<file path="config.mk">
export PLATFORM = sky130hd
export DESIGN_NAME = color_sequencer_flat
export DESIGN_NICKNAME = d
export VERILOG_FILES = /design/src/rtl/color_sequencer_if.sv /design/src/rtl/color_sequencer.sv /design/src/flat_wrapper.sv
export SDC_FILE = /design/constraint.sdc
export NUM_CORES = 1
export LEC_CHECK = 0
export CAP_MARGIN = 20
export CORE_ASPECT_RATIO = 1.4
export CORE_MARGIN = 2
export CORE_UTILIZATION = 30
export CTS_BUF_LIST = sky130_fd_sc_hd__clkbuf_4
export CTS_CLUSTER_SIZE = 8
export DETAILED_ROUTE_END_ITERATION = 6
export PLACE_DENSITY = 0.53
export SLEW_MARGIN = 20
export SYNTH_ARGS = -nofsm -noshare
export SYNTH_HDL_FRONTEND = slang
export SYNTH_SLANG_ARGS = --single-unit
</file>
<file path="constraint.sdc">
create_clock -name clk -period 3.7 [get_ports clk]
set_clock_uncertainty 0.2 [all_clocks]
set_input_delay 0.925 -clock clk [delete_from_list [all_inputs] [get_ports clk]]
set_output_delay 0.925 -clock clk [all_outputs]
set_load 0.05 [all_outputs]
</file>
<file path="src/rtl/color_sequencer_if.sv">
// Handshake bundle between the colour sequencer and its neighbours.
// The master modport belongs to the control side; the slave modport belongs to the sequencer.
interface color_sequencer_if;
  logic        enable;
  logic        step;
  logic        dir;
  logic        transition_done;
  logic [23:0] target_color;
  logic [2:0]  color_index;
  logic [1:0]  state;
  logic        timeout_flag;

  modport master (
    output enable, step, dir, transition_done,
    input  target_color, color_index, state, timeout_flag
  );

  modport slave (
    input  enable, step, dir, transition_done,
    output target_color, color_index, state, timeout_flag
  );
endinterface

</file>
<file path="src/rtl/color_sequencer.sv">
// Palette sequencer that feeds target colours to the LED fader and dwells after each fade.
// Define SEQ_SHUFFLE_EN to pick the next index pseudo-randomly from an 8-bit LFSR.
module color_sequencer #(
  parameter int NUM_COLORS     = 8,
  parameter int HOLD_CYCLES    = 50_000_000,
  parameter int TIMEOUT_CYCLES = 200_000_000,
  parameter int GUARD_CYCLES   = 2
) (
  input logic             clk,
  input logic             reset,
  color_sequencer_if.slave bus
);

  localparam int FW = (TIMEOUT_CYCLES > 1) ? $clog2(TIMEOUT_CYCLES) : 1;
  localparam int HW = (HOLD_CYCLES > 1) ? $clog2(HOLD_CYCLES) : 1;

  localparam logic [FW-1:0] TMO_LAST = FW'(TIMEOUT_CYCLES - 1);
  localparam logic [FW-1:0] GUARD_L  = FW'(GUARD_CYCLES);
  localparam logic [HW-1:0] HOLD_LAST = HW'(HOLD_CYCLES - 1);
  localparam logic [2:0]    LAST_IDX  = 3'(NUM_COLORS - 1);

  typedef enum logic [1:0] {
    IDLE = 2'b00,
    FADE = 2'b01,
    HOLD = 2'b10
  } state_t;

  state_t        r_state;
  logic [23:0]   r_target;
  logic [2:0]    r_index;
  logic          r_tflag;
  logic [FW-1:0] r_fade_cnt;
  logic [HW-1:0] r_hold_cnt;
  logic [2:0]    w_next_idx;
  logic          w_done_ok;

  function automatic logic [23:0] palette(input logic [2:0] idx);
    case (idx)
      3'd0:    palette = 24'hFF0000;
      3'd1:    palette = 24'h00FF00;
      3'd2:    palette = 24'h0000FF;
      3'd3:    palette = 24'hFFFF00;
      3'd4:    palette = 24'h00FFFF;
      3'd5:    palette = 24'hFF00FF;
      3'd6:    palette = 24'hFFFFFF;
      default: palette = 24'h000000;
    endcase
  endfunction

`ifdef SEQ_SHUFFLE_EN
  logic [7:0] r_lfsr;
  logic [2:0] w_cand;

  // Fibonacci taps 8,6,5,4; the nonzero seed keeps it out of the lock-up state.
  always_ff @(posedge clk or posedge reset) begin
    if (reset) r_lfsr <= 8'hA5;
    else       r_lfsr <= {r_lfsr[6:0], r_lfsr[7] ^ r_lfsr[5] ^ r_lfsr[4] ^ r_lfsr[3]};
  end

  always_comb begin
    w_cand = 3'(r_lfsr % 8'(NUM_COLORS));
    if (w_cand != r_index) w_next_idx = w_cand;
    else                   w_next_idx = (w_cand == LAST_IDX) ? '0 : w_cand + 3'd1;
  end
`else
  always_comb begin
    if (!bus.dir) w_next_idx = (r_index == LAST_IDX) ? '0 : r_index + 3'd1;
    else          w_next_idx = (r_index == '0) ? LAST_IDX : r_index - 3'd1;
  end
`endif

  // Done pulses inside the guard window are stale repeats from the parked fader.
  assign w_done_ok = bus.transition_done && (r_fade_cnt >= GUARD_L);

  always_ff @(posedge clk or posedge reset) begin
    if (reset) begin
      r_state    <= IDLE;
      r_target   <= '0;
      r_index    <= '0;
      r_tflag    <= 1'b0;
      r_fade_cnt <= '0;
      r_hold_cnt <= '0;
    end else if (!bus.enable) begin
      r_state <= IDLE;
    end else begin
      case (r_state)
        IDLE: begin
          r_state    <= FADE;
          r_target   <= palette(r_index);
          r_fade_cnt <= '0;
        end
        FADE: begin
          if (bus.step) begin
            r_index    <= w_next_idx;
            r_target   <= palette(w_next_idx);
            r_fade_cnt <= '0;
          end else if (w_done_ok) begin
            r_state    <= HOLD;
            r_hold_cnt <= '0;
          end else if (r_fade_cnt == TMO_LAST) begin
            r_state    <= HOLD;
            r_hold_cnt <= '0;
            r_tflag    <= 1'b1;
          end else begin
            r_fade_cnt <= r_fade_cnt + FW'(1);
          end
        end
        HOLD: begin
          if (bus.step || (r_hold_cnt == HOLD_LAST)) begin
            r_state    <= FADE;
            r_index    <= w_next_idx;
            r_target   <= palette(w_next_idx);
            r_fade_cnt <= '0;
          end else begin
            r_hold_cnt <= r_hold_cnt + HW'(1);
          end
        end
        default: r_state <= IDLE;
      endcase
    end
  end

  assign bus.target_color = r_target;
  assign bus.color_index  = r_index;
  assign bus.state        = r_state;
  assign bus.timeout_flag = r_tflag;

endmodule

</file>
<file path="src/flat_wrapper.sv">
// flat-port wrapper written by rule: the top's interface ports become plain ports
module color_sequencer_flat 
#(
  parameter int NUM_COLORS     = 8,
  parameter int HOLD_CYCLES    = 50_000_000,
  parameter int TIMEOUT_CYCLES = 200_000_000,
  parameter int GUARD_CYCLES   = 2
)
  (clk, reset, bus_enable, bus_step, bus_dir, bus_transition_done, bus_target_color, bus_color_index, bus_state, bus_timeout_flag);
  color_sequencer_if bus_i ();
  input logic clk;
  input logic reset;
  input wire logic [$bits(bus_i.enable)-1:0] bus_enable;
  input wire logic [$bits(bus_i.step)-1:0] bus_step;
  input wire logic [$bits(bus_i.dir)-1:0] bus_dir;
  input wire logic [$bits(bus_i.transition_done)-1:0] bus_transition_done;
  output wire logic [$bits(bus_i.target_color)-1:0] bus_target_color;
  output wire logic [$bits(bus_i.color_index)-1:0] bus_color_index;
  output wire logic [$bits(bus_i.state)-1:0] bus_state;
  output wire logic [$bits(bus_i.timeout_flag)-1:0] bus_timeout_flag;
  assign bus_i.enable = bus_enable;
  assign bus_i.step = bus_step;
  assign bus_i.dir = bus_dir;
  assign bus_i.transition_done = bus_transition_done;
  assign bus_target_color = bus_i.target_color;
  assign bus_color_index = bus_i.color_index;
  assign bus_state = bus_i.state;
  assign bus_timeout_flag = bus_i.timeout_flag;
  color_sequencer #(.NUM_COLORS(NUM_COLORS), .HOLD_CYCLES(HOLD_CYCLES), .TIMEOUT_CYCLES(TIMEOUT_CYCLES), .GUARD_CYCLES(GUARD_CYCLES)) u_core (.clk(clk), .reset(reset), .bus(bus_i));
endmodule
</file>
# Word-level counts from Yosys, hierarchy flattened
# Cells that the tools add are included.
# totals
ff_bits,84
elab_cells,80
out_inout_bits,30
# op_classes
n_eq_ne,27
bitwise,2
n_lt_le_gt_ge,1
reduce_logical,13
mux,27
addsub,4
# op_table
op,n
$pmux 24 s7,2
$mux 28,4
$mux 26,4
$pmux 28 s3,1
$pmux 24 s3,1
$pmux 26 s2,1
$mux 24,2
$add 28x1->28 const B,1
$eq 28x28->1 const B,1
$ge 28x2->1 const B,1
$add 26x1->26 const B,1
$eq 26x26->1 const B,1
$eq 3x3->1 const B,7
$mux 3,5
$reduce_and 5->1,3
$eq 3x2->1 const B,4
$mux 2,5
$ne 3x3->1 const B,3
$reduce_and 4->1,2
$eq 3x1->1 const B,2
$logic_not 3->1,2
$ne 2x2->1 const B,3
$pmux 2 s3,1
$pmux 3 s2,1
other kinds (15),16

# Longest topological paths before layout
# Gate-level depths: netlist (run 1).
# logic_depth
depth_word,7
depth_mapped,11
mapped_depth_nobuf,8

# Worst setup path before layout (run 1)
# OpenSTA, ideal clock, no wires.
# synth_timing
path_type,flip-flop to flip-flop
start,"register u_core.r_state[1], in the netlist u_core.bus.state[1]"
end,register u_core.r_fade_cnt[16]
path_slack_ns,0.761
arrival_ns,2.661
setup_time_ns,0.078
stages_incl_launch_ff,10
path_cell_list,dfrtp_1 > ha_1 > clkbuf_1 > or3_1 > clkbuf_1 > and2_1 > clkbuf_1 > nand3_2 > or4_1 > a21oi_1
# synth_via
elab_chain_cells,3
elab_cells_between_ends,9
cone_classes,eq/ne: 5; mux: 1; reduce/logical: 3
# synth_rtl
item,line,source
start: declaration,color_sequencer.sv:28,state_t r_state;
start signal: assignment,color_sequencer.sv:77,r_state <= IDLE;
start signal: assignment,color_sequencer.sv:84,r_state <= IDLE;
start signal: assignment,color_sequencer.sv:88,r_state <= FADE;
$eq 2x1->1 (tied with other cells),color_sequencer.sv:86,case (r_state)
$ne 3x3->1 (no source line) (tied with other cells),n/a,
$reduce_and 5->1 (no source line),n/a,
end signal: assignment,color_sequencer.sv:105,r_fade_cnt <= r_fade_cnt + FW'(1);
end: declaration,color_sequencer.sv:32,logic [FW-1:0] r_fade_cnt;
# Parallel ways exist; a longest one is shown, timed or not.
# A chain may end at the register's enable or synchronous reset.

# Worst setup path in the final report (run 1)
# layout_timing
start,"register u_core.r_state[0], in the netlist u_core.bus.state[0]"
end,register u_core.r_fade_cnt[10]
# Same word-level chain as after synthesis.

==> run summary, run 1 <==
The relative contribution of the clock network to total power is 0.141. Setup repair after global routing left no endpoint under its margin. TritonCTS built the clock tree. Startpoint class of the critical path: a flop. Static timing analysis puts the maximum clock frequency at 332 MHz. Critical path class: flop to flop.

After detailed routing, the average wire length per cell comes to 16.8 microns. The port buffer count works out to 35. For this block, the via count after detailed routing is 3960.

Yosys mapped a number of flops with a built-in enable equal to 0. The sequential-to-total area share from yosys stat is 0.370, and the actual slew at the worst max-slew pin is 0.680 ns. A synthesized cell averages 8.58 sq um. Post-CTS timing repair inserted 0 buffers for setup.

0 antenna diodes ended up in the layout. In this run the deepest clock path goes through 2 buffers. For the worst setup path, the data required time is 3.84 ns. The clock-pin transition on the worst setup and hold timing paths was 0.10 ns; the area of placed instances was 4650 sq um.

For the DRC violation total after the first TritonRoute iteration, the log shows 236. Post-CTS repair changed the size of 0 cells. The core region is 13900 sq um. The async set or reset register ratio after synthesis was 1.00. For the internal power, the log shows 1.40 mW. Summed over all cells, the static leakage comes to 1.83 nW. The cell area after synthesis came out at 4260 sq um. Setup violations remaining at the end of the flow were counted as 0.

Launch point of the worst reg-to-reg path: u_core.bus.state[0]. The logic depth of the worst register-to-register path is 7. The flow ran to the end, and the final reports show no timing, DRC or antenna violations. The number of unique standard cell types used by synthesis is 46. In this run the vertical extent of the chip is 145 microns. Hold path depth: 1.

Hold repair after CTS inserted 0 buffers. The tools report the beginning of the worst hold path as u_core.r_hold_cnt[24]. In this run the worst path has a maximum fanout of 14.

The tools report the initial core utilization as 0.306. The number of sinks driven by the clock tree was 63. Number of iterations in the first detailed-routing pass: 4.

The logs give 0.551 for the combinational power share and 0.546 for the relative slew slack. In this run, CTS created clock tree buffers numbering 9. The largest individual stage delay along the critical path comes from the cell sky130_fd_sc_hd__or4_1.

The clock reaches the later pin of the worst-skew pair after 0.42 ns. Measured along the x axis, the die boundary spans 105 microns. Prevailing post-synth register cell: sky130_fd_sc_hd__dfrtp_1. The count of max-cap constraint violations is 0. Counting flops and latches in the post-synthesis netlist gives 63. In this run the number of H-tree levels came out at 3. The tools report the first-pass GRT wire length as 19.1 mm. The HPWL after detailed placement was 8.18 mm.

The worst setup path is captured at a flop. The total length of routed wires is 11.6 mm, and the summed negative setup slack over all endpoints is 0 ns. From synthesis to final layout, the design area changed by 11.6%. In this run the core area contains 51 standard-cell rows. The tools report the register share of total power as 0.308. In this run the power density over the cells is 595 nW/um^2.

The critical path goes through inv_1, ha_1, or3_1, and2_1, nand2_2, or4_1, a21oi_1. On the worst path, the slowest cell contributes a delay of 0.52 ns. The initial antenna violation count came out at 0. The final critical path time including I/O delays and setup came out at 3.01 ns. Entering global routing, the biggest net connects 36 pins. Overall power after layout: 2.83 mW. In the routed layout, each cell is associated on average with a via count of 5.73. In this run the power spent charging and discharging nets is 1.42 mW. The die covers 15200 sq um. The post-route clock period utilization was 0.814. Final core utilization: 0.341. The logs give 0.155 for the total track usage and 0 for the residual antenna-violating net count after detailed routing.

The finished cells cover 4750 sq um. The max-slew violation count is 0. The number of DRC violations after detailed routing is 0. The number of placed instances, taps included was 677; the signal arrival time at the worst endpoint was 3.15 ns.

The worst min-delay path endpoint was u_core.r_hold_cnt[24]. The number of buffer and inverter instances along the worst setup path was 1. Type of the tightest min-delay check: flop to flop. The flop-to-flop setup slack is 0.69 ns, and the synthesis warning total is 0.

At the end of the flow, the number of nets in the layout was 523. Synthesis handed over a netlist of 496 instances. Counting every net in the synthesized netlist gives 516.

The fraction of final layout cells with drive strength greater than 1 works out to 0.0791. The logs give 0 for the number of hold violations in the final report and 691 for the post-layout instance count excluding filler cells. The tools report the worst supply voltage drop on vdd as 0.459 mV.

The root cell of the clock tree was sky130_fd_sc_hd__clkbuf_4. The run gives 0.924 as the routability-driven placement congestion ratio. The worst register-to-register path ends at u_core.r_fade_cnt[10]. Switching share of power: 0.504. Broken down by cell family, the worst path's largest delay share belongs to simple AND/OR/NAND/NOR gates. The count of boundary I/O pins came out at 36.

The library cell used most frequently in the layout, excluding fill and tap cells, is sky130_fd_sc_hd__dfrtp_1. The library cells used most frequently in the layout, excluding fill and tap cells, are sky130_fd_sc_hd__dfrtp_1 (63), sky130_fd_sc_hd__o31ai_1 (40), sky130_fd_sc_hd__a21oi_1 (39). Summed over all layers, the global routing overflow is 0. Number of global-route vias before repair: 3790.
==> synthesized netlist by cell type (all sizes together) (4+ instances only) <==
cell type / n / share of area
dfrtp: 63 / 0.37
a21oi: 40 / 0.047
o31ai: 40 / 0.071
nand2: 36 / 0.033
o21ai: 36 / 0.042
buf: 32 / 0.054
nand3: 29 / 0.035
nand4: 23 / 0.034
nor2: 23 / 0.020
or3: 20 / 0.029
clkbuf: 19 / 0.017
or4: 18 / 0.033
inv: 17 / 0.015
and3: 14 / 0.021
ha: 14 / 0.041
nor3: 11 / 0.017
o41ai: 10 / 0.029
nor4: 9 / 0.013
and2: 5 / 0.0074
and4: 4 / 0.0082
o211ai: 4 / 0.0071
xnor2: 4 / 0.0082
==> how the worst max path moves through the flow <==
stage / start / cells past startpoint / endpoint / slack (ns)
after CTS: u_core.bus.state[0] / 7 / u_core.r_fade_cnt[10] / 0.69
after global placement: bus_enable / 6 / u_core.r_fade_cnt[3] / 0.46
after global routing: u_core.r_fade_cnt[20] / 7 / u_core.r_fade_cnt[12] / 0.49
after detailed placement: bus_enable / 6 / u_core.r_fade_cnt[10] / 0.38
after floorplan: u_core.bus.state[1] / 9 / u_core.r_fade_cnt[16] / 0.76
final: u_core.bus.state[0] / 7 / u_core.r_fade_cnt[10] / 0.69
==> kinds of logic (layout without fill, tap and decap cells) <==
logic type | Yosys count | in the layout | synth area share
and+or+nand+nor | 202 | 202 | 0.269
AOI/OAI and AO/OA | 143 | 143 | 0.221
buffers and inverters | 68 | 78 | 0.0859
DFF | 63 | 63 | 0.370
adders and majority gates | 14 | 14 | 0.0412
xor gates and xnor gates | 4 | 4 | 0.00823
muxes | 2 | 2 | 0.00470
==> power groups by stage <==
stage | clock network (mW) | logic (mW) | registers (mW)
floorplan | 0 | 1.13 | 0.989
global placement | 0 | 1.55 | 0.881
detailed placement | 0 | 1.57 | 0.888
CTS | 0.410 | 1.57 | 0.875
global route | 0.443 | 1.66 | 0.894
finish | 0.398 | 1.56 | 0.871
==> per-layer routing <==
layer,vias to the layer above,share of wire,GRT usage,routed length [microns]
met5,-,0,0,0
met4,0,0.023,0.0653,272
met3,26,0.035,0.0288,410
met2,96,0.53,0.279,6130
met1,1964,0.41,0.178,4800
li1,1874,-,-,-
==> area by class of cell <==
cell class	instances	area, sq um
Clock buffer	11	82.6
Clock inverter	3	12.5
Fill cell	1475	9160
Inverter	17	63.8
Multi-Input combinational cell	365	2320
Sequential cell	63	1580
Tap cell	185	231
Timing Repair Buffer	47	465
==> registers in the layout, summed over array words and instances (netlist names) <==
register                 count
u_core.bus.state             2
u_core.bus.color_index       3
u_core.bus.timeout_flag      1
u_core.r_fade_cnt           28
u_core.r_hold_cnt           26
u_core.bus.target_color      3
==> stage by stage <==
stage	hold WS (ns)	setup slack [ns]
global route	0.327	0.485
detailed placement	0.287	0.377
floorplan	0.251	0.761
CTS	0.307	0.688
global placement	0.274	0.459
finish	0.306	0.688
Note: power is estimated with default switching activity, not from simulation.
==> run 2, diff against run 1 <==
--- a/config.mk
+++ b/config.mk
@@ -12,7 +12,7 @@
 export CTS_BUF_LIST = sky130_fd_sc_hd__clkbuf_4
 export CTS_CLUSTER_SIZE = 8
 export DETAILED_ROUTE_END_ITERATION = 6
-export PLACE_DENSITY = 0.53
+export PLACE_DENSITY = 0.55
 export SLEW_MARGIN = 20
 export SYNTH_ARGS = -nofsm -noshare
 export SYNTH_HDL_FRONTEND = slang
==> constraint.sdc (replaced) <==
create_clock -name clk -period 2.6 [get_ports clk]
set_clock_uncertainty 0.2 [all_clocks]
set_input_delay 0.65 -clock clk [delete_from_list [all_inputs] [get_ports clk]]
set_output_delay 0.65 -clock clk [all_outputs]
set_load 0.05 [all_outputs]
==> run summary, run 2 (synthesis results as in run 1) <==
For the register share of total power, the log shows 0.293 (-0.015). The met3 wire length was 239 microns (-42%). The number of buffers created by CTS is 9 (unchanged). Setup repair after global routing could not meet its margin everywhere.

The logs give 0 (unchanged) for the count of max-cap constraint violations and 0.639 (+0.0933) for the relative slew slack. The port buffer count came out at 35 (unchanged). The area of the placeable core came out at 13900 sq um (unchanged). The area used by multi-input combinational logic is 2470 sq um (+6.6%). The number of DRC violations after detailed routing was 0 (unchanged); the via count was 4202 (+6.1%). The number of flip-flops in the largest register was 28 (unchanged); the total of fill cells in the finished design was 1496 (+1.4%). The combinational power share came out at 0.566 (+0.015).

The number of placed instances, taps included is 753 (+11%), and the clock-pin transition on the worst setup and hold timing paths is 0.11 ns (about the same). The ratio of total power to cell area is 735 nW/um^2 (+24%). Count of boundary I/O pins: 36 (unchanged). The actual slew at the worst max-slew pin is 0.540 ns (-0.140 ns). Walking the worst path, the cells encountered are or4b_4, nor3_4, buf_4, a31o_2, nand2_1, or4_1, a21oi_1. The internal power is 2.03 mW (+45%). The run gives 0 (unchanged) as the number of buffers added to fix hold violations after cts.

The total number of nets in the final design was 613 (+17%); the relative contribution of the clock network to total power was 0.141 (about the same). The post-route clock period utilization was 0.996 (+0.182); the maximum buffer depth of the clock tree was 2 (unchanged). The number of iterations in the first detailed-routing pass was 4 (unchanged). The largest registers in the layout are u_core.r_fade_cnt x28, u_core.r_hold_cnt x26. The highest metal layer carrying signal wires in the routed design is met4.

The initial core utilization is 0.306 (unchanged). The overall power after layout is 4.12 mW (+46%). The critical path class was flop to flop. The summed area of non-filler cells in the final layout is 5610 sq um (+18%). Maximum number of pins on one net before global-route repair: 64 (+78%). The initial antenna violation count was 0 (unchanged); the number of buffer and inverter instances along the worst setup path was 1 (unchanged). The tools report the post-route worst hold slack as 0.296 ns (-0.00999 ns).

The logs give 2.77 ns (-0.38 ns) for the signal arrival time at the worst endpoint and 20.2 mm (+5.5%) for the first-pass GRT wire length. The tools report the worst-skew pair later-pin latency as 0.46 ns (+0.04 ns). The die boundary width works out to 105 microns (unchanged). The tools report the amount of wire on met2 after detailed routing as 6.75 mm (+10%). For the upper clock frequency limit, the log shows 386 MHz (+16%). Post-synthesis to final-layout area growth: 31.8%.

The antenna diode instance count was 0 (unchanged); the final critical path time including I/O delays and setup was 2.59 ns (-0.423 ns). The tools report the leakage component of the power as 2.40 nW (+31%). Type of the tightest min-delay check: flop to flop. The critical path's top delay family is simple AND/OR/NAND/NOR gates.

TritonCTS built the clock tree. The run finished with clean final reports. The remaining global-route overflow was 0 (unchanged). The worst setup path is captured at a flop. The run gives 781 (+13%) as the post-layout instance count excluding filler cells. The switching power came out at 2.09 mW (+47%). The startpoint class of the critical path was a flop. The flip-flop and latch area came out at 1590 sq um (+0.56%). The die outline height came out at 145 microns (unchanged). The tools report the root cell of the clock tree as sky130_fd_sc_hd__clkbuf_4. The logs give 0 (unchanged) for the residual antenna-violating net count after detailed routing and 4078 (+7.6%) for the number of global-route vias before repair. More flip-flops sit in one register than any other, and that register is u_core.r_fade_cnt. The fraction of final layout cells with drive strength greater than 1 came out at 0.273 (+0.194). The maximum cell stage delay along the critical path came out at 0.57 ns (+0.05 ns).

The placement row count came out at 51 (unchanged). The run gives 2.78 ns (-1.06 ns) as the data required time of the critical path. The switching share of power is 0.506 (+0.00230), and the total length of routed wires is 12.4 mm (+7.1%).

The final-report setup violation count was 0 (unchanged); the worst supply voltage drop on vdd was 0.612 mV (+33%). The max-slew violation count was 0 (unchanged). The overall die area came out at 15200 sq um (unchanged). For the HPWL after detailed placement, the log shows 8.87 mm (+8.4%). The highest-delay cell along the critical path was sky130_fd_sc_hd__or4b_4. The final routed wire length divided by cell count was 15.9 microns (-5.3%); the area of placed instances was 5270 sq um (+13%).

The number of hold violations in the final report was 0 (unchanged); the number of sinks driven by the clock tree was 63 (unchanged). The routability-driven placement congestion ratio is 0.848 (-8.2%). The total number of H-tree levels is 3 (unchanged), and the highest net fanout along the worst path is 4 (-10). The routed length on met1 was 5.20 mm (+8.4%); the via density per instance was 5.38 (-6.1%). The tools report the DRC violation total after the first TritonRoute iteration as 184 (-22%).

The library cell used most frequently in the layout, excluding fill and tap cells, is sky130_fd_sc_hd__buf_4. The total track usage was 0.165 (+0.00948). Leaving out fill and tap cells, the most frequent cells in the layout are sky130_fd_sc_hd__buf_4 (93), sky130_fd_sc_hd__dfrtp_1 (56), sky130_fd_sc_hd__o31ai_1 (39).
## run 2: cell count changes in the layout (fill, tap and decap cells not counted), sizes merged
cell,delta
a31o,+1
clkdlybuf4s50,-28
dlymetal6s2s,+1
dlygate4sd2,+26
buf,+90
## run 2: final cells by class
cell class	count	share of cell area
clock buffer	11	0.0147
clock inverter	3	0.00245
inverter	17	0.0114
multi-input combinational	366	0.440
sequential	63	0.283
tap	185	0.0413
timing repair buffer	136	0.207
## run 2: worst paths after layout
check | from | end | slack (ns) | depth (start not counted)
worst max-delay path | u_core.r_hold_cnt[7] | u_core.bus.state[0] | 0.01 | 7
worst min-delay path | u_core.r_hold_cnt[24] | u_core.r_hold_cnt[24] | 0.30 | 1
worst max register to register | u_core.r_hold_cnt[7] | u_core.bus.state[0] | 0.01 | 7
worst min register to register | u_core.r_hold_cnt[24] | u_core.r_hold_cnt[24] | 0.30 | 1
max in group asynchronous | reset | u_core.r_hold_cnt[0] | 1.51 | 3
min in group asynchronous | reset | u_core.r_fade_cnt[9] | 0.37 | 3
## run 2: worst register-to-register path: stages, from the launching register on
cell and delay, ns:
sky130_fd_sc_hd__dfrtp_1 0.43, sky130_fd_sc_hd__or4b_4 0.57, sky130_fd_sc_hd__nor3_4 0.23, sky130_fd_sc_hd__buf_4 0.16, sky130_fd_sc_hd__a31o_2 0.20, sky130_fd_sc_hd__nand2_1 0.10, sky130_fd_sc_hd__or4_1 0.47, sky130_fd_sc_hd__a21oi_1 0.15
## run 2: layer usage
metal / vias to the layer above / GRT usage
met4: 0 / 0.0720
met5: - / 0
li1: 2052 / -
met3: 15 / 0.0207
met2: 55 / 0.306
met1: 2080 / 0.185
## run 2: stage by stage
| step | setup TNS [ns] | util | setup WS [ns] |
|---|---|---|---|
| after floorplan | 0 | - | 0.0226 |
| after global placement | -2.71 | 0.379 | -0.118 |
| after detailed placement | -3.07 | 0.379 | -0.138 |
| after CTS | 0 | 0.387 | 0.000692 |
| after global routing | -0.494 | 0.403 | -0.0757 |
| final | 0 | 0.403 | 0.0105 |
## run 2: timing repair
item                       in CTS  in global routing
gates cloned                    0                  1
setup buffers                   1                 12
resized for setup              33                 32
pin swaps                       2                 11
setup endpoints to repair      53                 52
## run 2: power groups by stage
| stage | logic (mW) | registers [mW] | clock network [mW] |
|---|---|---|---|
| 3_3_place_gp | 2.41 | 1.22 | 0 |
| 3_5_place_dp | 2.44 | 1.23 | 0 |
| 6_report | 2.33 | 1.21 | 0.580 |
| 2_1_floorplan | 1.61 | 1.41 | 0 |
| 5_1_grt | 2.50 | 1.23 | 0.633 |
| 4_1_cts | 2.32 | 1.21 | 0.596 |
